File: src/rtl/addsub_16bit_sat_if.sv
// Operand/result bundle for addsub_16bit_sat.
//   en            capture enable for the next rising edge
//   padd/red/sub  mode selects (priority padd > red > sub > add)
//   a, b          16-bit two's-complement operands
//   s             registered 16-bit result
//   ovf, zero     registered flags, present only with ADDSUB_FLAGS_EN defined
// master: drives operands/modes and reads results. slave: the datapath.
interface addsub_16bit_sat_if;
  logic        en;
  logic        padd;
  logic        red;
  logic        sub;
  logic [15:0] a;
  logic [15:0] b;
  logic [15:0] s;
`ifdef ADDSUB_FLAGS_EN
  logic        ovf;
  logic        zero;

  modport master (output en, padd, red, sub, a, b, input  s, ovf, zero);
  modport slave  (input  en, padd, red, sub, a, b, output s, ovf, zero);
`else
  modport master (output en, padd, red, sub, a, b, input  s);
  modport slave  (input  en, padd, red, sub, a, b, output s);
`endif
endinterface

File: src/rtl/addsub_16bit_sat.sv
// Registered 16-bit saturating adder/subtractor.
// Modes (priority padd > red > sub > add):
//   add/sub : exact 17-bit a+b / a-b, clamped to 0x7FFF / 0x8000
//   padd    : four independent signed 4-bit lanes, each clamped to 0x7 / 0x8
//   red     : signed sum of the four bytes of a and b, sign-extended
// Ports: clk, rst (sync, active high), bus (addsub_16bit_sat_if.slave).
// Optional: define ADDSUB_FLAGS_EN to add registered ovf/zero flags.
// Result latency is one cycle; s holds while en is low.

// Signed saturating add/sub of one W-bit lane.
module addsub_sat_lane #(
  parameter int W = 4
) (
  input  logic         sub,
  input  logic [W-1:0] a,
  input  logic [W-1:0] b,
  output logic [W-1:0] y,
  output logic         ovf
);
  logic [W:0] ax, bx, sum;

  assign ax  = {a[W-1], a};
  assign bx  = {b[W-1], b};
  // One extra bit makes the result exact, including -(-2^(W-1)).
  assign sum = sub ? (ax - bx) : (ax + bx);
  // The top two bits disagree exactly when the result leaves W-bit range;
  // the extra bit is the true sign and picks the clamp direction.
  assign ovf = sum[W] ^ sum[W-1];
  assign y   = !ovf   ? sum[W-1:0] :
               sum[W] ? {1'b1, {(W-1){1'b0}}} :
                        {1'b0, {(W-1){1'b1}}};
endmodule

module addsub_16bit_sat (
  input  logic                  clk,
  input  logic                  rst,
  addsub_16bit_sat_if.slave     bus
);
  localparam int NUM_LANES = 4;
  localparam int VEC_W     = 4;

  // Parallel 4-bit lanes; no carry crosses lane boundaries.
  logic [NUM_LANES-1:0][VEC_W-1:0] pa, pb, py;
  logic [NUM_LANES-1:0]            povf;

  assign pa = bus.a;
  assign pb = bus.b;

  for (genvar i = 0; i < NUM_LANES; i++) begin : g_lane
    addsub_sat_lane #(.W(VEC_W)) u_lane (
      .sub (1'b0),
      .a   (pa[i]),
      .b   (pb[i]),
      .y   (py[i]),
      .ovf (povf[i])
    );
  end

  // Full-width add/sub.
  logic [15:0] wy;
  logic        wovf;

  addsub_sat_lane #(.W(16)) u_wide (
    .sub (bus.sub),
    .a   (bus.a),
    .b   (bus.b),
    .y   (wy),
    .ovf (wovf)
  );

  // Byte reduction: 4 x [-128,127] fits in [-512,508], 10 bits suffice.
  logic [9:0] rsum;

  assign rsum = {{2{bus.a[15]}}, bus.a[15:8]} + {{2{bus.a[7]}}, bus.a[7:0]}
              + {{2{bus.b[15]}}, bus.b[15:8]} + {{2{bus.b[7]}}, bus.b[7:0]};

  logic [15:0] nxt_s;
  logic        nxt_ovf;

  always_comb begin
    nxt_s   = wy;
    nxt_ovf = wovf;
    if (bus.padd) begin
      nxt_s   = py;
      nxt_ovf = |povf;
    end else if (bus.red) begin
      nxt_s   = {{6{rsum[9]}}, rsum};
      nxt_ovf = 1'b0;
    end
  end

  logic [15:0] s_q;
  logic        ovf_q;
  logic        zero_q;

  always_ff @(posedge clk) begin
    if (rst) begin
      s_q    <= 16'h0000;
      ovf_q  <= 1'b0;
      zero_q <= 1'b0;
    end else if (bus.en) begin
      s_q    <= nxt_s;
      ovf_q  <= nxt_ovf;
      zero_q <= (nxt_s == 16'h0000);
    end
  end

  assign bus.s = s_q;
`ifdef ADDSUB_FLAGS_EN
  assign bus.ovf  = ovf_q;
  assign bus.zero = zero_q;
`else
  // Flags are not exported in this build; the registers are trimmed away.
  logic unused_flags;
  assign unused_flags = ovf_q ^ zero_q;
`endif
endmodule

File: src/flat_wrapper.sv
// flat-port wrapper written by rule: the top's interface ports become plain ports
module addsub_16bit_sat_flat 
  (clk, rst, bus_en, bus_padd, bus_red, bus_sub, bus_a, bus_b, bus_s);
  addsub_16bit_sat_if bus_i ();
  input  logic clk;
  input  logic rst;
  input wire logic [$bits(bus_i.en)-1:0] bus_en;
  input wire logic [$bits(bus_i.padd)-1:0] bus_padd;
  input wire logic [$bits(bus_i.red)-1:0] bus_red;
  input wire logic [$bits(bus_i.sub)-1:0] bus_sub;
  input wire logic [$bits(bus_i.a)-1:0] bus_a;
  input wire logic [$bits(bus_i.b)-1:0] bus_b;
  output wire logic [$bits(bus_i.s)-1:0] bus_s;
  assign bus_i.en = bus_en;
  assign bus_i.padd = bus_padd;
  assign bus_i.red = bus_red;
  assign bus_i.sub = bus_sub;
  assign bus_i.a = bus_a;
  assign bus_i.b = bus_b;
  assign bus_s = bus_i.s;
  addsub_16bit_sat u_core (.clk(clk), .rst(rst), .bus(bus_i));
endmodule
File: config.mk
export PLATFORM = sky130hd
export DESIGN_NAME = addsub_16bit_sat_flat
export DESIGN_NICKNAME = d
export VERILOG_FILES = /design/src/rtl/addsub_16bit_sat_if.sv /design/src/rtl/addsub_16bit_sat.sv /design/src/flat_wrapper.sv
export SDC_FILE = /design/constraint.sdc
export NUM_CORES = 1
export LEC_CHECK = 0
export ABC_AREA = 1
export BUFFER_PORTS_ARGS = -buffer_cell sky130_fd_sc_hd__buf_2
export CAP_MARGIN = 20
export CELL_PAD_IN_SITES_DETAIL_PLACEMENT = 0
export CELL_PAD_IN_SITES_GLOBAL_PLACEMENT = 1
export CORE_MARGIN = 1
export CORE_UTILIZATION = 43
export CTS_BUF_LIST = sky130_fd_sc_hd__clkbuf_4
export DETAILED_ROUTE_END_ITERATION = 8
export GPL_TIMING_DRIVEN = 0
export PLACE_DENSITY = 0.83
export SYNTH_ARGS = -nofsm -noshare
export SYNTH_HDL_FRONTEND = slang
export SYNTH_HIERARCHICAL = 1
export SYNTH_SLANG_ARGS = --single-unit
File: constraint.sdc
create_clock -name clk -period 4.1 [get_ports clk]
set_input_delay 0.82 -clock clk [delete_from_list [all_inputs] [get_ports clk]]
set_output_delay 0.82 -clock clk [all_outputs]
set_load 0.005 [all_outputs]
* Word-level counts from Yosys, hierarchy flattened
Cells that the tools add are included.
Storage, ports and cells: register bits after elaboration 16, input port bits 38, output and inout bits 16
Cells by class: muxes and demuxes 13, bitwise operators 5, add/sub/neg operators 9
Operators by type and width (number):
- $mux 16 | 4
- $mux 4 | 8
- $add 4x4->5 | 4
- $add 16x16->17 | 1
- $mux 17 | 1
- $sub 16x16->17 | 1
- $add 10x10->10 | 1
- $add 9x8->10 | 1
- $add 8x8->9 | 1
- $xor 1x1->1 | 5

* Depth between registers and ports, before layout
word-level depth 6, mapped depth 26, depth with buffers taken out 25

* Hierarchy
Netlist, hierarchy kept.
By module, submodules not included:
- addsub_16bit_sat | cells each 262, times used 1, area each 1747.9 µm²
- addsub_sat_lane (u_core.u_wide) | cells each 273, times used 1, area each 1510.2 µm²
- addsub_sat_lane (u_core.g_lane[0].u_lane ...) | cells each 59, times used 4, area each 337.8 µm²

* Worst setup path before layout
OpenSTA, ideal clock, no wires.
path type input to register, start input port bus_b[2], end register u_core.s_q[1] (netlist: u_core/bus.s[1]), arrival 3.438 ns, path buffers 1, path slack 0.540 ns, required time 3.978 ns, setup time 0.122 ns, stages on the path 23, path through nor3_1 > nand3_1 > nand2_1 > nand2_1 > nor2_1 > o21ai_0 > xor2_1 > inv_1 > ha_1 > nand2_1 > inv_1 > nand2_1 > nand2_1 > a21oi_2 > nand3_2 > nand2_2 > nand3_4 > buf_6 > nand2_2 > nand2_1 > or2_2 > o211ai_1 > a21oi_1
Between the ends: word-level cells in the longest chain between the ends 6, elaborated cells between the ends (all ways) 12, classes of those cells add/sub (3); mux (7); bitwise (2)
Ends and longest elaborated chain:
- from (decl) | line flat_wrapper.sv:12 | input wire logic [$bits(bus_i.b)-1:0] bus_b;
- $add 16x16->17 or $sub 16x16->17 (tied branches) | line addsub_16bit_sat.sv:25 | assign sum = sub ? (ax - bx) : (ax + bx);
- $mux 17 * | line addsub_16bit_sat.sv:25
- $mux 16 or $xor 1x1->1 (tied branches) | line addsub_16bit_sat.sv:30, addsub_16bit_sat.sv:28
- $mux 16 * | line addsub_16bit_sat.sv:29 | assign y = !ovf ? sum[W-1:0] :
- net u_core.wy[1] | line addsub_16bit_sat.sv:60 | logic [15:0] wy;
- $mux 16 * | line addsub_16bit_sat.sv:86 | end else if (bus.red) begin
- $mux 16 * | line addsub_16bit_sat.sv:83 | if (bus.padd) begin
- to (signal assigned) | line addsub_16bit_sat.sv:102 | s_q <= nxt_s;
- to (decl) | line addsub_16bit_sat.sv:92 | logic [15:0] s_q;
The timed path passes the listed nets; every way through them passes the cells marked *. A chain may end at the register's enable or synchronous reset.

* Final worst setup path
start input port bus_b[0], end register u_core.s_q[1] (netlist: u_core/bus.s[1])
Same word-level chain as after synthesis.

==> results.cfg <==
[clock_network]
clk_latency_ps = 280
numCtsBuffers = 3
cts.htree.levels = 1
root_buffer = clkbuf_4
clock-sinks = 16
cts_tree = done
cts.reportedPaths.clkPinSlew_ps = 90
ctsLongestPathBuffers = 2

[die]
die_h_microns = 105
die_area_sq_um = 11100
core_sq_um = 10300
row_count = 37
die_w_microns = 105
num_io_pins = 54
initial_utilization_pct = 44.5

[pwr]
peakVddDrop_uv = 128
leakage_nw = 3.02
power_density_nw_per_um2 = 270

[grt]
grt_max_degree = 11
antenna_found_initial = 0
grt_pass1_vias = 4578
gr-total-overflow = 0
gr-usage-all-layers_pct = 23.4
grt_first_pass_wirelength_microns = 21000

[critical_path]
critical_path_arrival_ps = 4040
slowest_delay_ps = 320
crit_chain = buf_2 -> inv_1 -> ha_1 -> nand2_2 -> nor2_2 -> nand2_1 -> nand2_2 -> o21ai_1 -> xnor2_1 -> ha_1 -> a21oi_1 -> nand2_1 -> a21oi_2 -> nand3_2 -> nand2_2 -> nand3_4 -> buf_6 -> nand2_2 -> nand2_1 -> or2_2 -> o211ai_1 -> a21oi_1
crit_fanout = 9
path_class = in2reg
startpoint_type = input pin
endpoint_kind = register
slowest_stage = ha_1
cp_common_cell = nand2_2
cp.required_ps = 4280

[drt]
vias = 4839
drtIter0Drc = 251
vias_per_cell = 4.90
drc = 0
ant_nets = 0
dr.pass1.iters = 5
wire_per_inst_microns = 12.6
finalWirelength_microns = 12500

[sta]
slew_viol_final = 0
hold_ws_ps = 467
rsz0062_at_grt = no
hold_viol = 0
timing.slew.headroom_pct = 62.8
finalCriticalPeriod_ps = 3860
min_period_over_period_pct = 94.2
fmax_ghz = 0.259
fin_worst_skew_ps = 0
tightestPinTransition_ps = 557
setup_viol = 0

[cells_and_area]
n_antenna_cell = 0
fin_nets = 958
largest_reg_flops = 16
n_fill_cell = 1126
drive_gt1_share_pct = 15.4
fin_util_pct = 50.3
area.growth.synth_to_final_pct = 13.0

[logic_synthesis]
synth.avg_cell_area_sq_um = 5.99
synth_warnings = 6
postSynthCellCount = 766
netlist_area_sq_um = 4590

[job]
maxCapViolCount = 0

[place]
gp_congestion = 0.870
place_hpwl_microns = 10900
port_buffers = 53

[run_status]
outcome = completed

[min_path]
min_path_type = reg2reg
## critical path: cells and delay by family
kind | cells | cell delay [ps]
simple gates | 11 | 1320
compound gates | 5 | 730
fa+ha+maj | 2 | 490
buf+inv | 3 | 400
xor+xnor | 1 | 250
## power breakdown
group	leakage, nW	internal, mW	switching [mW]	total (mW)
Combinational	2.88	0.430	0.705	1.14
Clock	0.0154	0.0353	0.0476	0.0830
Sequential	0.132	0.176	0.00935	0.185
Total	3.02	0.641	0.762	1.40
## layout make-up
cell class | count | area [sq um] | share of cell area, %
buffer | 10 | 58.8 | 1.13
tap | 136 | 170 | 3.28
timing repair buffer | 54 | 273 | 5.26
multi-input combinational | 631 | 3830 | 73.8
inverter | 136 | 510 | 9.84
clock inverter | 1 | 3.75 | 0.0723
sequential | 16 | 320 | 6.17
clock buffer | 3 | 22.5 | 0.434
## per-layer routing
| metal | vias to the layer above | part of all wire, % | GRT usage, % |
|---|---|---|---|
| met5 | - | 0 | 0 |
| met4 | 0 | 3.0 | 6.74 |
| met3 | 18 | 2.8 | 1.86 |
| met2 | 90 | 47 | 41.4 |
| met1 | 2185 | 47 | 30.3 |
| li1 | 2546 | - | - |
## cells in the final DEF, fill, tap and decap left out, types with 15 or more instances in the layout
| master | instances |
|---|---|
| nand2_1 | 234 |
| inv_1 | 128 |
| nor2_1 | 59 |
| nand3_1 | 56 |
| buf_2 | 55 |
| ha_1 | 45 |
| a21oi_1 | 44 |
| conb_1 | 28 |
| nand2_2 | 26 |
| xor2_1 | 22 |
| fa_1 | 22 |
| dfxtp_1 | 16 |
| o21ai_0 | 15 |
## worst paths after layout
check                     endpoint              from  cells past startpoint  slack, ps
setup reg to reg   u_core/bus.s[2]   u_core/bus.s[2]                      2       3450
hold reg to reg   u_core/bus.s[10]  u_core/bus.s[10]                      2        470
setup / recovery   u_core/bus.s[1]          bus_b[0]                     22        240
hold / removal    u_core/bus.s[10]  u_core/bus.s[10]                      2        470
## timing repair
action / CTS / global route
endpoints found under the setup margin: 1 / 15
hold buffers: 0 / 0
buffers inserted: 0 / 1
gates resized for setup: 1 / 7
pin swaps: 0 / 1
## per-stage QoR
stage                     instances  power [mW]  instance area (sq um)  setup TNS, ps  setup WS [ps]
final                           987        1.40                   5190              0            236
after global routing            987        1.58                   5190              0           4.54
after global placement          982        1.29                   5130          -2160           -235
after floorplan                 793        1.03                   4690              0            542
after detailed placement        982        1.31                   5130          -3530           -328
after CTS                       986        1.40                   5160              0            127
(Power assumes the default switching activity.)
